$ cat src/rtl/arcade_input_ctrl_pkg.sv
// Shared constants and types for the arcade player-input front end.
package arcade_input_pkg;

  localparam int JB_RIGHT  = 0;
  localparam int JB_LEFT   = 1;
  localparam int JB_FIRE   = 4;
  localparam int JB_START  = 5;
  localparam int JB_START2 = 6;
  localparam int JB_COIN   = 7;

  typedef enum logic [1:0] {IDLE, ASSERT, GAP} coin_st_t;

endpackage

$ cat src/rtl/arcade_input_ctrl_autofire.sv
// Per-player autofire: passes fire straight through, or toggles it every
// AF_HALF frame ticks while the button is held and autofire is enabled.
module arcade_autofire #(
  parameter int AF_HALF = 2
) (
  input  logic clk_sys,
  input  logic reset,
  input  logic tick,
  input  logic fire_in,
  input  logic en,
  output logic fire_out
);

  if (AF_HALF < 1 || AF_HALF > 15) begin : g_param_check
    $error("arcade_autofire: AF_HALF must be 1..15");
  end

  localparam logic [3:0] HALF_LAST = 4'(AF_HALF - 1);

  logic       fire_d;
  logic       en_d;
  logic [3:0] phase;

  // A fresh press or a fresh enable restarts the phase with the output high.
  always_ff @(posedge clk_sys) begin
    if (reset) begin
      fire_d   <= 1'b0;
      en_d     <= 1'b0;
      phase    <= 4'd0;
      fire_out <= 1'b0;
    end else begin
      fire_d <= fire_in;
      en_d   <= en;
      if (!fire_in) begin
        fire_out <= 1'b0;
        phase    <= 4'd0;
      end else if (!en || !fire_d || !en_d) begin
        fire_out <= 1'b1;
        phase    <= 4'd0;
      end else if (tick) begin
        if (phase == HALF_LAST) begin
          fire_out <= ~fire_out;
          phase    <= 4'd0;
        end else begin
          phase <= phase + 4'd1;
        end
      end
    end
  end

endmodule

$ cat src/rtl/arcade_input_ctrl.sv
// Player-input front end: joystick mapping, autofire, and a queued,
// frame-timed coin pulse generator feeding the arcade core.
module arcade_input_ctrl
  import arcade_input_pkg::*;
#(
  parameter int NUM_PLAYERS = 2,
  parameter int JOY_W       = 16,
  parameter int COIN_PULSE  = 3,
  parameter int COIN_GAP    = 3,
  parameter int AF_HALF     = 2,
  parameter int QUEUE_MAX   = 7
) (
  input  logic                         clk_sys,
  input  logic                         reset,
  input  logic                         vblank,
  input  logic [NUM_PLAYERS*JOY_W-1:0] joy_in,
  input  logic                         shared,
  input  logic [NUM_PLAYERS-1:0]       af_en,
  output logic [NUM_PLAYERS-1:0]       left,
  output logic [NUM_PLAYERS-1:0]       right,
  output logic [NUM_PLAYERS-1:0]       fire,
  output logic [NUM_PLAYERS-1:0]       start,
  output logic                         coin,
  output logic                         coin_drop,
  output logic [3:0]                   credits_q
);

  if (NUM_PLAYERS < 1 || NUM_PLAYERS > 4 || JOY_W < 8 ||
      COIN_PULSE < 1 || COIN_PULSE > 15 || COIN_GAP < 1 || COIN_GAP > 15 ||
      AF_HALF < 1 || AF_HALF > 15 || QUEUE_MAX < 1 || QUEUE_MAX > 15) begin : g_param_check
    $error("arcade_input_ctrl: parameter out of range");
  end

  localparam logic [3:0] PULSE_LAST = 4'(COIN_PULSE - 1);
  localparam logic [3:0] GAP_LAST   = 4'(COIN_GAP - 1);
  localparam logic [3:0] Q_MAX      = 4'(QUEUE_MAX);

  logic [JOY_W-1:0]       joy_or;
  logic                   unused_joy;
  logic [NUM_PLAYERS-1:0] s_left, s_right, s_fire, s_start;
  logic                   vblank_d, coin_d, tick, req, deq;
  coin_st_t               state;
  logic [3:0]             frame_cnt;

  assign unused_joy = ^joy_or;

  always_comb begin
    joy_or = '0;
    for (int p = 0; p < NUM_PLAYERS; p++) joy_or |= joy_in[p*JOY_W +: JOY_W];
  end

  // In shared mode player 1 starts from the start2 button of the merged word.
  always_comb begin
    s_left  = '0;
    s_right = '0;
    s_fire  = '0;
    s_start = '0;
    for (int p = 0; p < NUM_PLAYERS; p++) begin
      s_left[p]  = shared ? joy_or[JB_LEFT]  : joy_in[p*JOY_W + JB_LEFT];
      s_right[p] = shared ? joy_or[JB_RIGHT] : joy_in[p*JOY_W + JB_RIGHT];
      s_fire[p]  = shared ? joy_or[JB_FIRE]  : joy_in[p*JOY_W + JB_FIRE];
      if (shared)
        s_start[p] = (p == 0) ? joy_or[JB_START] : (p == 1) ? joy_or[JB_START2] : 1'b0;
      else
        s_start[p] = joy_in[p*JOY_W + JB_START];
    end
  end

  always_ff @(posedge clk_sys) begin
    if (reset) begin
      left  <= '0;
      right <= '0;
      start <= '0;
    end else begin
      left  <= s_left & ~s_right;
      right <= s_right & ~s_left;
      start <= s_start;
    end
  end

  for (genvar p = 0; p < NUM_PLAYERS; p++) begin : g_af
    arcade_autofire #(.AF_HALF(AF_HALF)) u_af (
      .clk_sys (clk_sys),
      .reset   (reset),
      .tick    (tick),
      .fire_in (s_fire[p]),
      .en      (af_en[p]),
      .fire_out(fire[p])
    );
  end

  // Tracking vblank through reset keeps a high vblank at release from looking like a tick.
  always_ff @(posedge clk_sys) vblank_d <= vblank;

  assign tick = vblank & ~vblank_d;
  assign req  = joy_or[JB_COIN] & ~coin_d;
  assign deq  = (state == IDLE) && (credits_q != 4'd0);

  always_ff @(posedge clk_sys) begin
    if (reset) begin
      state     <= IDLE;
      frame_cnt <= 4'd0;
      coin      <= 1'b0;
      coin_drop <= 1'b0;
      credits_q <= 4'd0;
      coin_d    <= 1'b0;
    end else begin
      coin_d    <= joy_or[JB_COIN];
      coin_drop <= req && !deq && (credits_q == Q_MAX);
      if (req && !deq && (credits_q != Q_MAX))
        credits_q <= credits_q + 4'd1;
      else if (deq && !req)
        credits_q <= credits_q - 4'd1;
      case (state)
        IDLE: begin
          if (deq) begin
            coin      <= 1'b1;
            frame_cnt <= 4'd0;
            state     <= ASSERT;
          end
        end
        ASSERT: begin
          if (tick) begin
            if (frame_cnt == PULSE_LAST) begin
              coin      <= 1'b0;
              frame_cnt <= 4'd0;
              state     <= GAP;
            end else begin
              frame_cnt <= frame_cnt + 4'd1;
            end
          end
        end
        GAP: begin
          if (tick) begin
            if (frame_cnt == GAP_LAST) begin
              frame_cnt <= 4'd0;
              state     <= IDLE;
            end else begin
              frame_cnt <= frame_cnt + 4'd1;
            end
          end
        end
        default: state <= IDLE;
      endcase
    end
  end

endmodule

$ cat config.mk
export PLATFORM = sky130hd
export DESIGN_NAME = arcade_input_ctrl
export DESIGN_NICKNAME = d
export VERILOG_FILES = /design/src/rtl/arcade_input_ctrl_pkg.sv /design/src/rtl/arcade_input_ctrl_autofire.sv /design/src/rtl/arcade_input_ctrl.sv
export SDC_FILE = /design/constraint.sdc
export NUM_CORES = 1
export LEC_CHECK = 0
export ABC_AREA = 0
export CORE_MARGIN = 2
export CORE_UTILIZATION = 49
export DETAILED_ROUTE_END_ITERATION = 6
export PLACE_DENSITY_LB_ADDON = 0.3
export SETUP_SLACK_MARGIN = 0.02
export SYNTH_ARGS = -nofsm -noshare
export SYNTH_HDL_FRONTEND = slang
export SYNTH_SLANG_ARGS = --single-unit
$ cat constraint.sdc
create_clock -name clk_sys -period 4.6 [get_ports clk_sys]
set_clock_uncertainty 0.15 [all_clocks]
set_input_delay 0.92 -clock clk_sys [delete_from_list [all_inputs] [get_ports clk_sys]]
set_output_delay 0.92 -clock clk_sys [all_outputs]
set_load 0.05 [all_outputs]
* After elaboration in Yosys (flattened, before gate mapping) *
Cells that the tools add are included.
W data, S select, Z words.

word-level totals
  flip-flop bits (word level) = 34
  bits in latches = 0
  memory bits (writable) = 0
  memory bits (read-only) = 0
  bits of input ports = 38
  output and inout port bits = 14
  logic and storage cells = 117
  memories kept = 0

operators by class
  add/sub/neg operators = 5
  multipliers = 0
  div/mod/pow operators = 0
  order comparisons = 0
  equality and inequality tests = 13
  shift operators = 0
  muxes and demuxes = 32
  bitwise operators = 13
  reductions and logical operators = 36

operators by type and width
  operator               number
  $mux W4                7
  $mux W1                17
  $add A4 B1 Y4 const B  4
  $reduce_bool A2 Y1     7
  $mux W2                5
  $eq A4 B1 Y1 const B   2
  $logic_not A1 Y1       8
  $or A8 B8 Y8           1
  $pmux W4 S2            1
  $ne A2 B1 Y1 const B   3
  $ne A2 B2 Y1 const B   3
  $not A1 Y1             6
  $pmux W2 S3            1
  $reduce_or A2 Y1       3
  $reduce_or A3 Y1       2
  $logic_and A1 B1 Y1    5
  $reduce_and A5 Y1      1
  $and A2 B2 Y2          2
  $eq A4 B2 Y1 const B   1
  $eq A4 B3 Y1 const B   1
  $logic_or A1 B1 Y1     4
  $ne A4 B3 Y1 const B   1
  $not A2 Y2             2
  $reduce_and A2 Y1      2
  other kinds (9)        10

* Depth between registers and ports, before layout *
Gate-level depths: netlist of the first run.

  word-level depth = 6
  mapped depth = 10
  depth with buffers taken out = 10

* Cells and area by module *
From an unflattened synthesis of the first run, not the netlist that was laid out.

second synthesis, totals
  cell total of the unflattened synthesis = 172
  area total of the unflattened synthesis = 1589.0 um^2

modules (own cells, without submodules)
  module             instances  cells an instance  area each (um^2)  seq. area each (um^2)
  arcade_input_ctrl  1          116                1061.0            400.4
  arcade_autofire    2          28                 264.0             140.1

* Least setup slack after synthesis of the first run *
Ideal clock, no wire load.

  kind = input to register
  start = in joy_in[23]
  end = reg credits_q[3]
  setup time = 134 ps
  arrival = 2531 ps
  data required time = 4316 ps
  path slack = 1785 ps
  cell stages on the path = 8
  path buffers = 0
  cells stage by stage = o21ba_2 -> and3_4 -> inv_4 -> ha_1 -> a21oi_1 -> nand2_1 -> and4b_1 -> or4_1

on the way
  cells in the longest elaborated chain, start to end = 5
  elaborated cells between the ends (all ways) = 8
  those cells by class = mux: 1; bitwise: 2; reduce/logical: 5

RTL lines
  what                                                            RTL line                                            RTL
  start: declaration                                              arcade_input_ctrl.sv:16                             input logic [NUM_PLAYERS*JOY_W-1:0] joy_in,
  $or A8 B8 Y8 (*)                                                arcade_input_ctrl.sv:49                             for (int p = 0; p < NUM_PLAYERS; p++) joy_or |= joy_in[p*JOY_W +: JOY_W];
  $and A1 B1 Y1 (*)                                               arcade_input_ctrl.sv:96                             assign req = joy_or[JB_COIN] & ~coin_d;
  $logic_and A1 B1 Y1 / $logic_not A1 Y1 (equally long branches)  arcade_input_ctrl.sv:110, arcade_input_ctrl.sv:112
  $logic_and A1 B1 Y1 (on tied branches)                          arcade_input_ctrl.sv:110, arcade_input_ctrl.sv:112
  $mux W4 / $reduce_bool A2 Y1 (equally long branches)            -
  end signal: assignment                                          arcade_input_ctrl.sv:111                            credits_q <= credits_q + 4'd1;
  end signal: assignment                                          arcade_input_ctrl.sv:113                            credits_q <= credits_q - 4'd1;
  end: declaration                                                arcade_input_ctrl.sv:25                             output logic [3:0] credits_q

Mark *: on every way between the ends. The rest lies on a longest branch, timed or not.
A chain may end at the register's enable or synchronous reset.

* Worst setup path after layout of the first run *
Same ends and word-level chain as after synthesis.

==> results.ini, run 1 <==
[worst_setup_path]
r2r.worst_path.cells = 8
crit_chain = clkdlybuf4s50_1, o21ba_2, and3_4, inv_4, ha_1, a21oi_1, nand2_1, and4b_1, or4_1
path_buf_inv = 2
crit_required_ns = 4.66
crit_slowest_cell = or4_1
crit_arrival_ns = 3.13
end_kind = flop
cp_slowest_stage_delay_ns = 0.50
reg2reg_from = credits_q[0]
cp-startpoint = joy_in[23]
startpoint_type = input pin
critical-path-top-delay-family = simple AND/OR/NAND/NOR gates
worstPathMaxFanout = 7
reg2reg_slack_ns = 1.80
r2r_end = credits_q[3]
path_class = in2reg

[run]
maxCapViolCount = 0

[clock_tree]
post_cts_resized = 0
clkTransAtPathRegs_ns = 0.09
cts_root_buf = clkbuf_4
clockBufferDepth = 2
cts_buffers = 5
insertion_delay_ns = 0.32
cts_tree = built
ctsHoldBuffers = 0
postCtsSetupRepairBufs = 0
cts.sinks = 34
h-tree-depth = 2

[grt]
grt_pass1_vias = 1243
track_usage = 0.185
grt_pass1_wl_um = 5130
grt_max_degree = 23
grt_overflow = 0
antenna_found_initial = 0

[timing]
rsz0062_at_grt = no
slew_headroom = 0.601
period_share = 0.667
slew_viol_final = 0
tightestPinTransition_ns = 0.598
hold_viol = 0
fin_setup_tns_ns = 0
setup_viol = 0
fmaxAchievable_mhz = 326
period_needed_ns = 3.07

[cells_and_area]
syn_to_final_growth_pct = 26.3
largest_reg_flops = 8
num-fill-cells = 257
drive_gt1_frac = 0.0732
diodes = 0
largest_register = g_af.u_af.phase
fin_nets = 252
reg_top3 = g_af.u_af.phase: 8 flops, credits_q: 4 flops, frame_cnt: 4 flops

[synthesis]
netlist.area_leader.share = 0.426
synth_cell_types = 41
syn_nets = 220
avgSynthCellArea_um2 = 9.24
syn_area_mm2 = 0.00160
synthArstFlopShare = 0
synthTopCellsByCount = 34 x dfxtp_1, 19 x nor2_1, 15 x a21oi_1, 8 x ha_1
synth_most_common_cell = dfxtp_1
synth_edf_count = 0
synthCells = 173
yosys_register_bits = 34
ys_warn_count = 0
synthTopCellsByArea = dfxtp_1 43%, ha_1 6.3%, a21oi_1 4.7%
yosysTopAreaCell = dfxtp_1
ys_seq_area_frac = 0.426
synth_flop_cell = dfxtp_1

[drt]
wl_per_cell_um = 12.4
num_vias = 1323
viasPerCell = 5.31
drt_iter0_drc = 93
antenna_left = 0
wirelength_um = 3090
detail_route.first_pass.iterations = 4
drcViolationCount = 0

[worst_hold_path]
hold_start = frame_cnt[3]
worstHoldEndpoint = frame_cnt[3]
hp-class = reg2reg
holdPathStages = 1

[placement]
gp_congestion = 0.905
port_buffers = 31
hpwl_um = 2400

[floorplanning]
fp.coreArea_mm2 = 0.00308
fp.dieW_um = 61.1
start_util = 0.520
dieArea_mm2 = 0.00374
num_io_pins = 52
dieHeight_um = 61.1
num_rows = 20

[power]
power.density_mw_per_mm2 = 481
p_leak_nw = 0.739
peakVddDrop_mv = 0.197
totalPowerFinal_mw = 0.971

[outcome]
status = completed

## area by class of cell
class / instances / area [um2] / share of cell area
Multi-Input combinational cell: 126 / 860 / 0.426
Sequential cell: 34 / 681 / 0.337
Timing Repair Buffer: 32 / 318 / 0.157
Tap cell: 44 / 55.1 / 0.0273
Clock buffer: 6 / 51.3 / 0.0254
Clock inverter: 1 / 30.0 / 0.0149
Inverter: 6 / 25.0 / 0.0124
## metrics by stage
step                      setup WS [ns]  area [um2]  cells  hold WS, ns   util
after floorplan                    1.79        1600    173        0.292      -
after global placement             1.24        1940    242        0.314  0.630
after detailed placement           1.19        1940    242        0.316  0.630
after CTS                          1.54        2020    249        0.330  0.656
after global routing               1.43        2020    249        0.351  0.656
final                              1.53        2020    249        0.328  0.656
## layout by cell type, fill, tap and decap left out, drive strengths merged, types with 4 or more instances in the layout
cell type and instances:
a21oi 15, clkbuf 6, clkdlybuf4s50 31, dfxtp 34, ha 8, inv 6
nand2 4, nand2b 7, nand3 7, nor2 19, nor3 7, nor3b 7
nor4 4, xor2 7
## metal layers
metal | GRT usage | wire [um]
met1 | 0.203 | 1310
met2 | 0.324 | 1590
met3 | 0.0378 | 94
met4 | 0.118 | 94
met5 | 0 | 0
## where the power goes
part | internal [mW] | leakage [nW] | switching, mW
Sequential | 0.324 | 0.279 | 0.0406
Combinational | 0.168 | 0.416 | 0.220
Clock | 0.126 | 0.0443 | 0.0921
## cell families after synthesis
| group | after synthesis | share of synthesized area |
|---|---|---|
| buffers and inverters | 13 | 0.0368 |
| and+or+nand+nor | 75 | 0.268 |
| xor gates and xnor gates | 9 | 0.0493 |
| muxes | 2 | 0.0125 |
| DFF | 34 | 0.426 |
| AOI/OAI and AO/OA | 31 | 0.133 |
| adders and majority gates | 9 | 0.0751 |
## worst max-delay path by stage
stage | endpoint | slack, ns | cells after the start
after detailed placement | credits_q[3] | 1.19 | 9
after global routing | credits_q[3] | 1.43 | 9
after floorplan | credits_q[3] | 1.79 | 8
final | credits_q[3] | 1.53 | 9
after CTS | credits_q[3] | 1.54 | 9
after global placement | credits_q[3] | 1.24 | 9
Note: power is estimated with default switching activity, not from simulation.
==> run 2: changes to the inputs <==
Settings changed: CORE_UTILIZATION 49 to 45.
Clock period 4.6 ns to 2.87 ns, I/O delays scaled along.
==> run 2 against run 1 <==
Compared with the run above:
- hold slack better by 0.0030 ns
- non-clock buffer count up 10
- core utilization down 3.8 points
- largest power group unchanged
- critical endpoint unchanged
- critical path depth down 1
- cell area up 3.0%
- via count up 2.7%
==> results.ini, run 2 (synthesized netlist as in run 1, its figures left out) <==
[clock_tree]
cts.sinks = 34  ; unchanged
cts_root_buf = clkbuf_4  ; unchanged
post_cts_resized = 0  ; unchanged
ctsHoldBuffers = 0  ; unchanged
h-tree-depth = 2  ; unchanged
insertion_delay_ns = 0.34  ; was 0.32 ns
clockBufferDepth = 2  ; unchanged
cts_tree = built  ; unchanged
clkTransAtPathRegs_ns = 0.10  ; was 0.09 ns
cts_buffers = 5  ; unchanged
postCtsSetupRepairBufs = 0  ; unchanged

[floorplanning]
dieHeight_um = 63.6  ; was 61.1 um
num_io_pins = 52  ; unchanged
fp.coreArea_mm2 = 0.00336  ; was 0.00308 mm2
num_rows = 21  ; was 20
start_util = 0.475  ; was 0.520
fp.dieW_um = 63.6  ; was 61.1 um
dieArea_mm2 = 0.00405  ; was 0.00374 mm2

[worst_setup_path]
path_class = reg2reg  ; was in2reg
worstPathMaxFanout = 8  ; was 7
crit_required_ns = 2.95  ; was 4.66 ns
startpoint_type = flop  ; was input pin
crit_arrival_ns = 2.78  ; was 3.13 ns
end_kind = flop  ; unchanged

[grt]
grt_max_degree = 19  ; was 23
grt_overflow = 0  ; unchanged
track_usage = 0.189  ; was 0.185
antenna_found_initial = 0  ; unchanged
grt_pass1_wl_um = 5920  ; was 5130 um
grt_pass1_vias = 1365  ; was 1,243

[cells_and_area]
drive_gt1_frac = 0.120  ; was 0.0732
largest_register = g_af.u_af.phase  ; unchanged
layout_common_cells = 34 x dfxtp_1, 31 x clkdlybuf4s50_1, 19 x nor2_1  ; unchanged
post-route-util = 0.618  ; was 0.656
reg_top3 = g_af.u_af.phase: 8 flops, credits_q: 4 flops, frame_cnt: 4 flops  ; unchanged
fin_nets = 262  ; was 252
final_common_cell = dfxtp_1  ; unchanged
num-fill-cells = 318  ; was 257
syn_to_final_growth_pct = 30.0  ; was 26.3%
diodes = 0  ; unchanged
final_cells = 262  ; was 249
largest_reg_flops = 8  ; unchanged

[drt]
num_vias = 1359  ; was 1,323
viasPerCell = 5.19  ; was 5.31
wl_per_cell_um = 12.7  ; was 12.4 um
detail_route.first_pass.iterations = 4  ; unchanged
antenna_left = 0  ; unchanged
drt_iter0_drc = 55  ; was 93
drcViolationCount = 0  ; unchanged
wirelength_um = 3320  ; was 3090 um

[placement]
port_buffers = 31  ; unchanged
dp.cells = 254  ; was 242
gp_congestion = 0.871  ; was 0.905
hpwl_um = 2510  ; was 2400 um
place_ws_ns = -0.144  ; was 1.19 ns

[timing]
postLayoutSetupSlackWorst_ns = 0.164  ; was 1.53 ns
slew_headroom = 0.652  ; was 0.601
slew_viol_final = 0  ; unchanged
rsz0062_at_grt = no  ; unchanged
period_share = 0.943
setup_viol = 0  ; unchanged
period_needed_ns = 2.71
hold_viol = 0  ; unchanged
fmaxAchievable_mhz = 370
tightestPinTransition_ns = 0.521  ; was 0.598 ns

[power]
power.density_mw_per_mm2 = 758  ; was 481 mW/mm2
p_leak_nw = 0.778  ; was 0.739 nW
peakVddDrop_mv = 0.284  ; was 0.197 mV

[run]
maxCapViolCount = 0  ; unchanged

[outcome]
status = completed  ; unchanged

[worst_hold_path]
hp-class = reg2reg  ; unchanged

[run 2: critical path: stages (launching register included)]
cell and delay, ns:
dfxtp_1 0.40, o41ai_4 0.45, and3_4 0.27, inv_4 0.04
ha_1 0.32, a21oi_1 0.16, nand2_1 0.10, and4b_1 0.19
or4_1 0.51
[run 2: final timing paths]
path,end,startpoint,slack [ns],depth (start not counted)
worst max register to register,credits_q[3],credits_q[3],0.16,8
worst min register to register,frame_cnt[3],frame_cnt[3],0.33,1
worst min-delay path,frame_cnt[3],frame_cnt[3],0.33,1
worst max-delay path,credits_q[3],credits_q[3],0.16,8
[run 2: layout make-up]
type | count | area [um2] | area share
clock buffers | 6 | 51.3 | 0.0247
multi-input cells | 126 | 860 | 0.413
repair buffers | 42 | 393 | 0.189
clock inverters | 2 | 12.5 | 0.00602
inverters | 6 | 25.0 | 0.0120
well taps | 46 | 57.6 | 0.0277
flip-flops and latches | 34 | 681 | 0.327
[run 2: power by group]
part | internal (mW) | switching [mW] | leakage, nW | total, mW
clock network | 0.118 | 0.166 | 0.0343 | 0.283
logic | 0.333 | 0.394 | 0.464 | 0.726
registers | 0.519 | 0.0477 | 0.279 | 0.567
[run 2: layer usage]
metal	part of all wire	global-route usage	wire length, um
met1	0.44	0.216	1470
met3	0.040	0.0554	134
met2	0.50	0.324	1660
met5	0	0	0
met4	0.015	0.0815	51
[run 2: through the flow]
stage               setup TNS, ns  power, mW  instance area (um2)  hold WS (ns)
floorplan                       0       1.05                 1600         0.292
global placement          -0.0601       1.27                 2020         0.313
detailed placement         -0.144       1.30                 2020         0.320
CTS                             0       1.59                 2080         0.340
global route                    0       1.69                 2080         0.388
finish                          0       1.58                 2080         0.331
==> run 3: changes to the inputs <==
Settings changed: CORE_UTILIZATION 45 to 47, CTS_BUF_LIST set to sky130_fd_sc_hd__clkbuf_4 sky130_fd_sc_hd__clkbuf_8.
==> run 3 against run 2 <==
Compared with the run above:
- core utilization increased by 1.8 points
- die area decreased by 4.0%
- global-route usage decreased by 0.31 points
- non-clock buffer count increased by 1
- largest power group unchanged
- highest routed layer unchanged
==> results.ini, run 3 (synthesized netlist as in run 1, its figures left out) <==
[clock_tree]
cts_tree = built  ; unchanged
clockBufferDepth = 2  ; unchanged
postCtsSetupRepairBufs = 0  ; unchanged
post_cts_resized = 0  ; unchanged
h-tree-depth = 2  ; unchanged
clkTransAtPathRegs_ns = 0.11  ; was 0.10 ns
cts_buffers = 5  ; unchanged
insertion_delay_ns = 0.34  ; about the same
cts.sinks = 34  ; unchanged
ctsHoldBuffers = 0  ; unchanged
cts_root_buf = clkbuf_4  ; unchanged

[cells_and_area]
reg_top3 = g_af.u_af.phase: 8 flops, credits_q: 4 flops, frame_cnt: 4 flops  ; unchanged
drive_gt1_frac = 0.124  ; was 0.120
largest_register = g_af.u_af.phase  ; unchanged
fin_nets = 263  ; was 262
layout_common_cells = 34 x dfxtp_1, 31 x clkdlybuf4s50_1, 19 x nor2_1  ; unchanged
num-fill-cells = 285  ; was 318
final_common_cell = dfxtp_1  ; unchanged
final_cells = 263  ; was 262
syn_to_final_growth_pct = 31.7  ; was 30.0%
largest_reg_flops = 8  ; unchanged
diodes = 0  ; unchanged

[timing]
slew_headroom = 0.659  ; was 0.652
slew_viol_final = 0  ; unchanged
period_needed_ns = 2.71  ; about the same
period_share = 0.945  ; was 0.943
postLayoutSetupSlackWorst_ns = 0.157  ; was 0.164 ns
fmaxAchievable_mhz = 369  ; was 370 MHz
hold_viol = 0  ; unchanged
setup_viol = 0  ; unchanged
tightestPinTransition_ns = 0.510  ; was 0.521 ns
rsz0062_at_grt = no  ; unchanged
fin_setup_tns_ns = 0  ; unchanged

[drt]
wl_per_cell_um = 12.5  ; was 12.7 um
drt_iter0_drc = 76  ; was 55
viasPerCell = 5.29  ; was 5.19
antenna_left = 0  ; unchanged
drcViolationCount = 0  ; unchanged
num_vias = 1391  ; was 1,359
detail_route.first_pass.iterations = 4  ; unchanged
wirelength_um = 3280  ; was 3320 um

[placement]
hpwl_um = 2570  ; was 2510 um
port_buffers = 31  ; unchanged
place_ws_ns = -0.139  ; was -0.144 ns
dp.cells = 255  ; was 254
gp_congestion = 0.865  ; was 0.871

[power]
power.density_mw_per_mm2 = 782  ; was 758 mW/mm2
peakVddDrop_mv = 0.416  ; was 0.284 mV
p_leak_nw = 0.786  ; was 0.778 nW

[floorplanning]
num_rows = 21  ; unchanged
num_io_pins = 52  ; unchanged
dieArea_mm2 = 0.00389  ; was 0.00405 mm2
dieHeight_um = 62.3  ; was 63.6 um
start_util = 0.483  ; was 0.475
fp.dieW_um = 62.3  ; was 63.6 um
fp.coreArea_mm2 = 0.00331  ; was 0.00336 mm2

[worst_setup_path]
critical-path-top-delay-family = simple AND/OR/NAND/NOR gates  ; unchanged
cp_slowest_stage_delay_ns = 0.52  ; was 0.51 ns
crit_chain = inv_1, ha_1, o41ai_4, and3_4, inv_4, ha_1, a21oi_1, nand2_1, and4b_1, or4_1  ; was o41ai_4, and3_4, inv_4, ha_1, a21oi_1, nand2_1, and4b_1, or4_1
worstPathMaxFanout = 5  ; was 8
cp_common_cell = ha_1
crit_required_ns = 2.94  ; was 2.95 ns
end_kind = flop  ; unchanged
startpoint_type = flop  ; unchanged
crit_slowest_cell = or4_1  ; unchanged
path_buf_inv = 2  ; was 1
crit_arrival_ns = 2.79  ; was 2.78 ns
path_class = reg2reg  ; unchanged

[grt]
track_usage = 0.185  ; was 0.189
grt_pass1_vias = 1345  ; was 1,365
grt_max_degree = 21  ; was 19
grt_pass1_wl_um = 5770  ; was 5920 um
antenna_found_initial = 0  ; unchanged
grt_overflow = 0  ; unchanged

[run]
maxCapViolCount = 0  ; unchanged

[outcome]
status = completed  ; unchanged

[worst_hold_path]
hp-class = reg2reg  ; unchanged

run 3: power breakdown:
part,switching (mW),internal [mW]
Sequential,0.0420,0.519
Combinational,0.396,0.337
Clock,0.169,0.183
run 3: area by class of cell:
class,count,area [um2],area share
Clock inverter,3,45.0,0.0214
Tap cell,46,57.6,0.0273
Multi-Input combinational cell,126,860,0.408
Inverter,6,25.0,0.0119
Timing Repair Buffer,43,400,0.190
Clock buffer,5,37.5,0.0178
Sequential cell,34,681,0.323
run 3: stage by stage:
stage / utilization / cell area [um2] / hold slack, ns / power, mW
global route: 0.636 / 2110 / 0.376 / 1.74
CTS: 0.636 / 2110 / 0.335 / 1.66
floorplan: - / 1600 / 0.292 / 1.05
detailed placement: 0.611 / 2020 / 0.312 / 1.31
finish: 0.636 / 2110 / 0.340 / 1.65
global placement: 0.611 / 2020 / 0.315 / 1.27
run 3: path summary, 6_finish.rpt:
path	from	to	slack [ns]	cells past startpoint
hold reg to reg	frame_cnt[3]	frame_cnt[3]	0.34	1
setup / recovery	state[0]	credits_q[3]	0.16	10
hold / removal	frame_cnt[3]	frame_cnt[3]	0.34	1
setup reg to reg	state[0]	credits_q[3]	0.16	10
run 3: metal layers:
metal / up-vias / share of wire / global-route usage
met4: 0 / 0.013 / 0.0667
li1: 699 / - / -
met3: 5 / 0.036 / 0.0507
met2: 22 / 0.54 / 0.342
met1: 665 / 0.41 / 0.203
met5: - / 0 / 0
